==> config.mk <==
export PLATFORM = sky130hd
export DESIGN_NAME = scsa_seq_ctrl
export DESIGN_NICKNAME = d
export VERILOG_FILES = /design/src/rtl/scsa_pkg.sv /design/src/rtl/sum_block.sv /design/src/rtl/scsa_seq_ctrl.sv
export SDC_FILE = /design/constraint.sdc
export NUM_CORES = 1
export LEC_CHECK = 0
export ABC_AREA = 1
export ABC_CLOCK_PERIOD_IN_PS = 2300
export CAP_MARGIN = 20
export CORE_MARGIN = 10
export CORE_UTILIZATION = 44
export DETAILED_ROUTE_END_ITERATION = 10
export PLACE_DENSITY = 0.79
export SETUP_SLACK_MARGIN = 0.4
export SYNTH_ARGS = -nofsm -noshare
export SYNTH_HDL_FRONTEND = slang
export SYNTH_SLANG_ARGS = --single-unit
==> constraint.sdc <==
create_clock -name clk -period 2.3 [get_ports clk]
set_input_delay 0.23 -clock clk [delete_from_list [all_inputs] [get_ports clk]]
set_output_delay 0.23 -clock clk [all_outputs]
set_load 0.02 [all_outputs]
==> src/rtl/scsa_pkg.sv <==
// Shared definitions for the sequential slice adder controller: slice width,
// FSM encoding and helpers to derive slice count and counter width.
package scsa_pkg;

  localparam int SLICE_W = 4;

  typedef enum logic [1:0] {
    ST_IDLE = 2'd0,
    ST_RUN  = 2'd1,
    ST_DONE = 2'd2
  } state_t;

  function automatic int nslice(input int width);
    return width / SLICE_W;
  endfunction

  function automatic int cnt_width(input int n);
    return (n > 1) ? $clog2(n) : 1;
  endfunction

endpackage

==> src/rtl/sum_block.sv <==
// Four-bit sum block: adds two nibbles and an incoming carry, producing the
// nibble sum and its carry-out.
module sum_block
  import scsa_pkg::*;
(
  input  logic [SLICE_W-1:0] A_i,
  input  logic [SLICE_W-1:0] B_i,
  input  logic               Co_iprev,
  output logic [SLICE_W-1:0] S_i,
  output logic               Co_i
);

  logic [SLICE_W:0] sum_full;

  always_comb begin
    sum_full = {1'b0, A_i} + {1'b0, B_i} + {{SLICE_W{1'b0}}, Co_iprev};
    S_i      = sum_full[SLICE_W-1:0];
    Co_i     = sum_full[SLICE_W];
  end

endmodule

==> src/rtl/scsa_seq_ctrl.sv <==
// Sequential controller that time-shares one 4-bit sum block over WIDTH/4
// slices, LSB first, with an optional speculative (approximate) carry chain.
module scsa_seq_ctrl
  import scsa_pkg::*;
#(
  parameter int WIDTH = 16  // must be a multiple of SLICE_W
) (
  input  logic             clk,
  input  logic             rst,
  input  logic             in_valid,
  output logic             in_ready,
  input  logic [WIDTH-1:0] A_i,
  input  logic [WIDTH-1:0] B_i,
  input  logic             Cin_i,
  input  logic             approx_en,
  output logic             out_valid,
  input  logic             out_ready,
  output logic [WIDTH-1:0] S_o,
  output logic             Co_o,
  output logic             busy
);

  localparam int NSLICE = nslice(WIDTH);
  localparam int CNT_W  = cnt_width(NSLICE);
  localparam logic [CNT_W-1:0] LAST_CNT = CNT_W'(NSLICE - 1);

  state_t           state_q, state_d;
  logic [WIDTH-1:0] a_q, a_d;
  logic [WIDTH-1:0] b_q, b_d;
  logic [WIDTH-1:0] s_q, s_d;
  logic             approx_q, approx_d;
  logic             carry_q, carry_d;
  logic             co_q, co_d;
  logic [CNT_W-1:0] cnt_q, cnt_d;

  logic [SLICE_W-1:0] a_slices [NSLICE];
  logic [SLICE_W-1:0] b_slices [NSLICE];
  logic [SLICE_W-1:0] a_sl, b_sl, sum_s;
  logic               sum_co;

  for (genvar gi = 0; gi < NSLICE; gi++) begin : g_slice
    assign a_slices[gi] = a_q[gi*SLICE_W +: SLICE_W];
    assign b_slices[gi] = b_q[gi*SLICE_W +: SLICE_W];
  end

  assign a_sl = a_slices[cnt_q];
  assign b_sl = b_slices[cnt_q];

  sum_block u_sum_block (
    .A_i      (a_sl),
    .B_i      (b_sl),
    .Co_iprev (carry_q),
    .S_i      (sum_s),
    .Co_i     (sum_co)
  );

  always_comb begin
    state_d  = state_q;
    a_d      = a_q;
    b_d      = b_q;
    s_d      = s_q;
    approx_d = approx_q;
    carry_d  = carry_q;
    co_d     = co_q;
    cnt_d    = cnt_q;

    case (state_q)
      ST_IDLE: begin
        if (in_valid) begin
          a_d      = A_i;
          b_d      = B_i;
          approx_d = approx_en;
          carry_d  = Cin_i;
          cnt_d    = '0;
          s_d      = '0;
          co_d     = 1'b0;
          state_d  = ST_RUN;
        end
      end

      ST_RUN: begin
        for (int i = 0; i < NSLICE; i++) begin
          if (cnt_q == CNT_W'(i)) s_d[i*SLICE_W +: SLICE_W] = sum_s;
        end
        // The speculated carry into slice k+1 is A&B of the top bit of slice k.
        carry_d = approx_q ? (a_sl[SLICE_W-1] & b_sl[SLICE_W-1]) : sum_co;
        if (cnt_q == LAST_CNT) begin
          co_d    = sum_co;
          cnt_d   = '0;
          state_d = ST_DONE;
        end else begin
          cnt_d = cnt_q + 1'b1;
        end
      end

      ST_DONE: begin
        if (out_ready) state_d = ST_IDLE;
      end

      default: state_d = ST_IDLE;
    endcase
  end

  always_ff @(posedge clk) begin
    if (rst) begin
      state_q  <= ST_IDLE;
      a_q      <= '0;
      b_q      <= '0;
      s_q      <= '0;
      approx_q <= 1'b0;
      carry_q  <= 1'b0;
      co_q     <= 1'b0;
      cnt_q    <= '0;
    end else begin
      state_q  <= state_d;
      a_q      <= a_d;
      b_q      <= b_d;
      s_q      <= s_d;
      approx_q <= approx_d;
      carry_q  <= carry_d;
      co_q     <= co_d;
      cnt_q    <= cnt_d;
    end
  end

  assign in_ready  = (state_q == ST_IDLE);
  assign out_valid = (state_q == ST_DONE);
  assign busy      = (state_q != ST_IDLE);
  assign S_o       = s_q;
  assign Co_o      = co_q;

endmodule
==> out/metrics.yaml <==
fp.dieW_um: 94.3
place_area_sq_mm: 0.00305
switching_share: 0.286
drive_gt1_frac: 0.174
p_leak_nw: 1.36
vias_per_cell: 5.05
synth_top_area_cell: "dfxtp_1"
clk_latency_ps: 310
seq_area_frac_synth: 0.453
final.setup.tns_ps: 0
cts_buffer_depth: 2
syn_avg_cell_area_sq_um: 7.53
synth_most_common_cell: "nor2_1"
worstReg2RegEnd: "S_o[13]$_SDFFE_PP0P_"
drc: 0
port_buffers: 57
r2r-start: "cnt_q[0]$_SDFFE_PP0P_"
synth_edf_count: 0
hold_path_end: "S_o[8]$_SDFFE_PP0P_"
ys_seq_elements: 55
start_util: 0.447
min_from: "S_o[8]$_SDFFE_PP0P_"
skew_ps: 10.3
num_vias: 2308
max_cap_violations: 0
cts_tree: "done"
io_pins: 58
rrSetupSlack_ps: 270
hold_viol_final: 0
synth_top_area_frac: 0.453
die_y_um: 94.3
grt_overflow: 0
clkSlewWorstSetupHoldPaths_ps: 100
cts-root-buf: "clkbuf_8"
cts_sinks: 55
p_int_mw: 1.75
final_area_sq_mm: 0.00339
outcome: "finished clean"
syn_nets: 370
dieArea_sq_mm: 0.00890
wl_per_cell_um: 13.7
fmax_mhz: 492
start_kind: "flop"
routed_wl_mm: 6.28
period_share: 0.884
place_ws_ps: 38.5
seq_power_share: 0.445
critPathRequiredTime_ps: 2540
pwr-share-clk: 0.299
num_rows: 27
finalCriticalPeriod_ps: 2030
grt_pass1_vias: 2264
grt_max_degree: 46
synth_area_leaders: "dfxtp_1 45%, nor2_1 13%, o21ai_0 6.8%"
p_per_area_mw_per_mm2: 723
async_flop_share: 0
switchingPower_uw: 700
synth_common_cells: "82 x nor2_1, 55 x dfxtp_1, 33 x o21ai_0, 29 x o21ai_1, 24 x nand2_1"
area.growth.synth_to_final_pct: 39.4
htree_num_levels: 2
critPathLaunch: "cnt_q[0]$_SDFFE_PP0P_"
p_comb_frac: 0.256
slew_violations: 0
antenna_found_initial: 0
hpwlAfterDp_mm: 4.42
netlist_area_sq_mm: 0.00243
yosys_warnings: 0
drtIter0Drc: 143
ir_drop_mv: 0.382
ant_nets: 0
critPathArrivalTime_ps: 2280
first_pass_iters: 4
setup_ws_ps: 267
synth.distinct_cells: 23
synthCells: 323
worst_hold_path.num_cells: 2
gp_congestion: 0.899
endpoint_kind: "flop"
grt_pass1_wl_mm: 10.3
path_class: "flop to flop"
rr_worst_depth: 9
hold_path_class: "flop to flop"
cts_made_buffers: 5
core_sq_mm: 0.00544
slew_headroom: 0.582
grt.total_usage: 0.140
path_max_fanout: 6
setup_viol: 0
rsz0062_at_grt: "yes"
tightest_slew_ps: 624
fin_nets: 431
num_antenna_cells: 0
synthFlopType: "dfxtp_1"
[stage by stage]
step | total power, mW | hold WS, ps | instances | util
2_1_floorplan | 1.46 | 376 | 323 | -
3_3_place_gp | 1.63 | 451 | 439 | 0.561
3_5_place_dp | 1.64 | 458 | 439 | 0.561
4_1_cts | 2.44 | 474 | 457 | 0.617
5_1_grt | 2.57 | 494 | 457 | 0.623
6_report | 2.45 | 470 | 457 | 0.623
[cell type report]
class,instances,area (sq um)
Multi-Input combinational cell,230,1280
Clock buffer,6,72.6
Sequential cell,55,1110
Clock inverter,2,60.1
Timing Repair Buffer,72,694
Inverter,20,85.1
Fill cell,471,2050
Tap cell,72,90.1
[worst max-delay path, stage by stage, from the launching register on]
cell     delay, ps
dfxtp_4        400
buf_6          130
nor2_4          90
o22ai_2         90
fa_2           380
fa_2           540
inv_2           40
nor2_4         110
nand2_1         60
a21oi_1        130
[power groups by stage]
stage          logic, mW  clock network, mW  registers, mW
2_1_floorplan      0.337                  0           1.12
3_3_place_gp       0.518                  0           1.11
3_5_place_dp       0.532                  0           1.11
4_1_cts            0.606              0.746           1.09
5_1_grt            0.697              0.780           1.10
6_report           0.628              0.733           1.09
[cell families after synthesis]
group	synth area share
AOI/OAI and AO/OA	0.220
DFF	0.453
and+or+nand+nor	0.200
buffers and inverters	0.0746
adders and majority gates	0.0525
[cell usage in the layout, fill, tap and decap left out, drive strengths merged, types with 2 or more instances in the layout]
cell,netlist,routed
nor2,85,85
ha,7,7
nand3,8,8
fa,2,2
nand2,28,28
o22ai,8,8
a21oi,25,25
inv,20,20
bufinv,0,2
clkdlybuf4s50,0,57
clkbuf,7,6
o21ai,65,65
dfxtp,55,55
buf,11,15
[what timing repair did]
action,in CTS,in global routing
endpoints found under the setup margin,18,14
buffers inserted,10,0
resized for setup,31,10
pin swaps,17,9
hold buffers,0,0
[sequential cells by signal (all words and copies together) (netlist names)]
name / cells
a_q: 16
b_q: 16
state_q: 2
carry_q: 1
approx_q: 1
S_o: 16
Co_o: 1
cnt_q: 2
[per-layer routing]
layer / part of all wire / routed length (um) / global-route usage / vias up
met5: 0 / 0 / 0 / -
met4: 0.014 / 85 / 0.0468 / 0
met3: 0.042 / 265 / 0.0309 / 6
met2: 0.48 / 3020 / 0.238 / 55
met1: 0.46 / 2910 / 0.170 / 1062
li1: - / - / - / 1185
[worst max path at each step]
stage | endpoint | slack [ps]
after global placement | S_o[5]$_SDFFE_PP0P_ | 120
after floorplan | S_o[5]$_SDFFE_PP0P_ | 230
after CTS | S_o[13]$_SDFFE_PP0P_ | 260
after global routing | S_o[1]$_SDFFE_PP0P_ | 210
after detailed placement | S_o[5]$_SDFFE_PP0P_ | 40
final | S_o[13]$_SDFFE_PP0P_ | 270
Power figures use the tool's default switching activity.
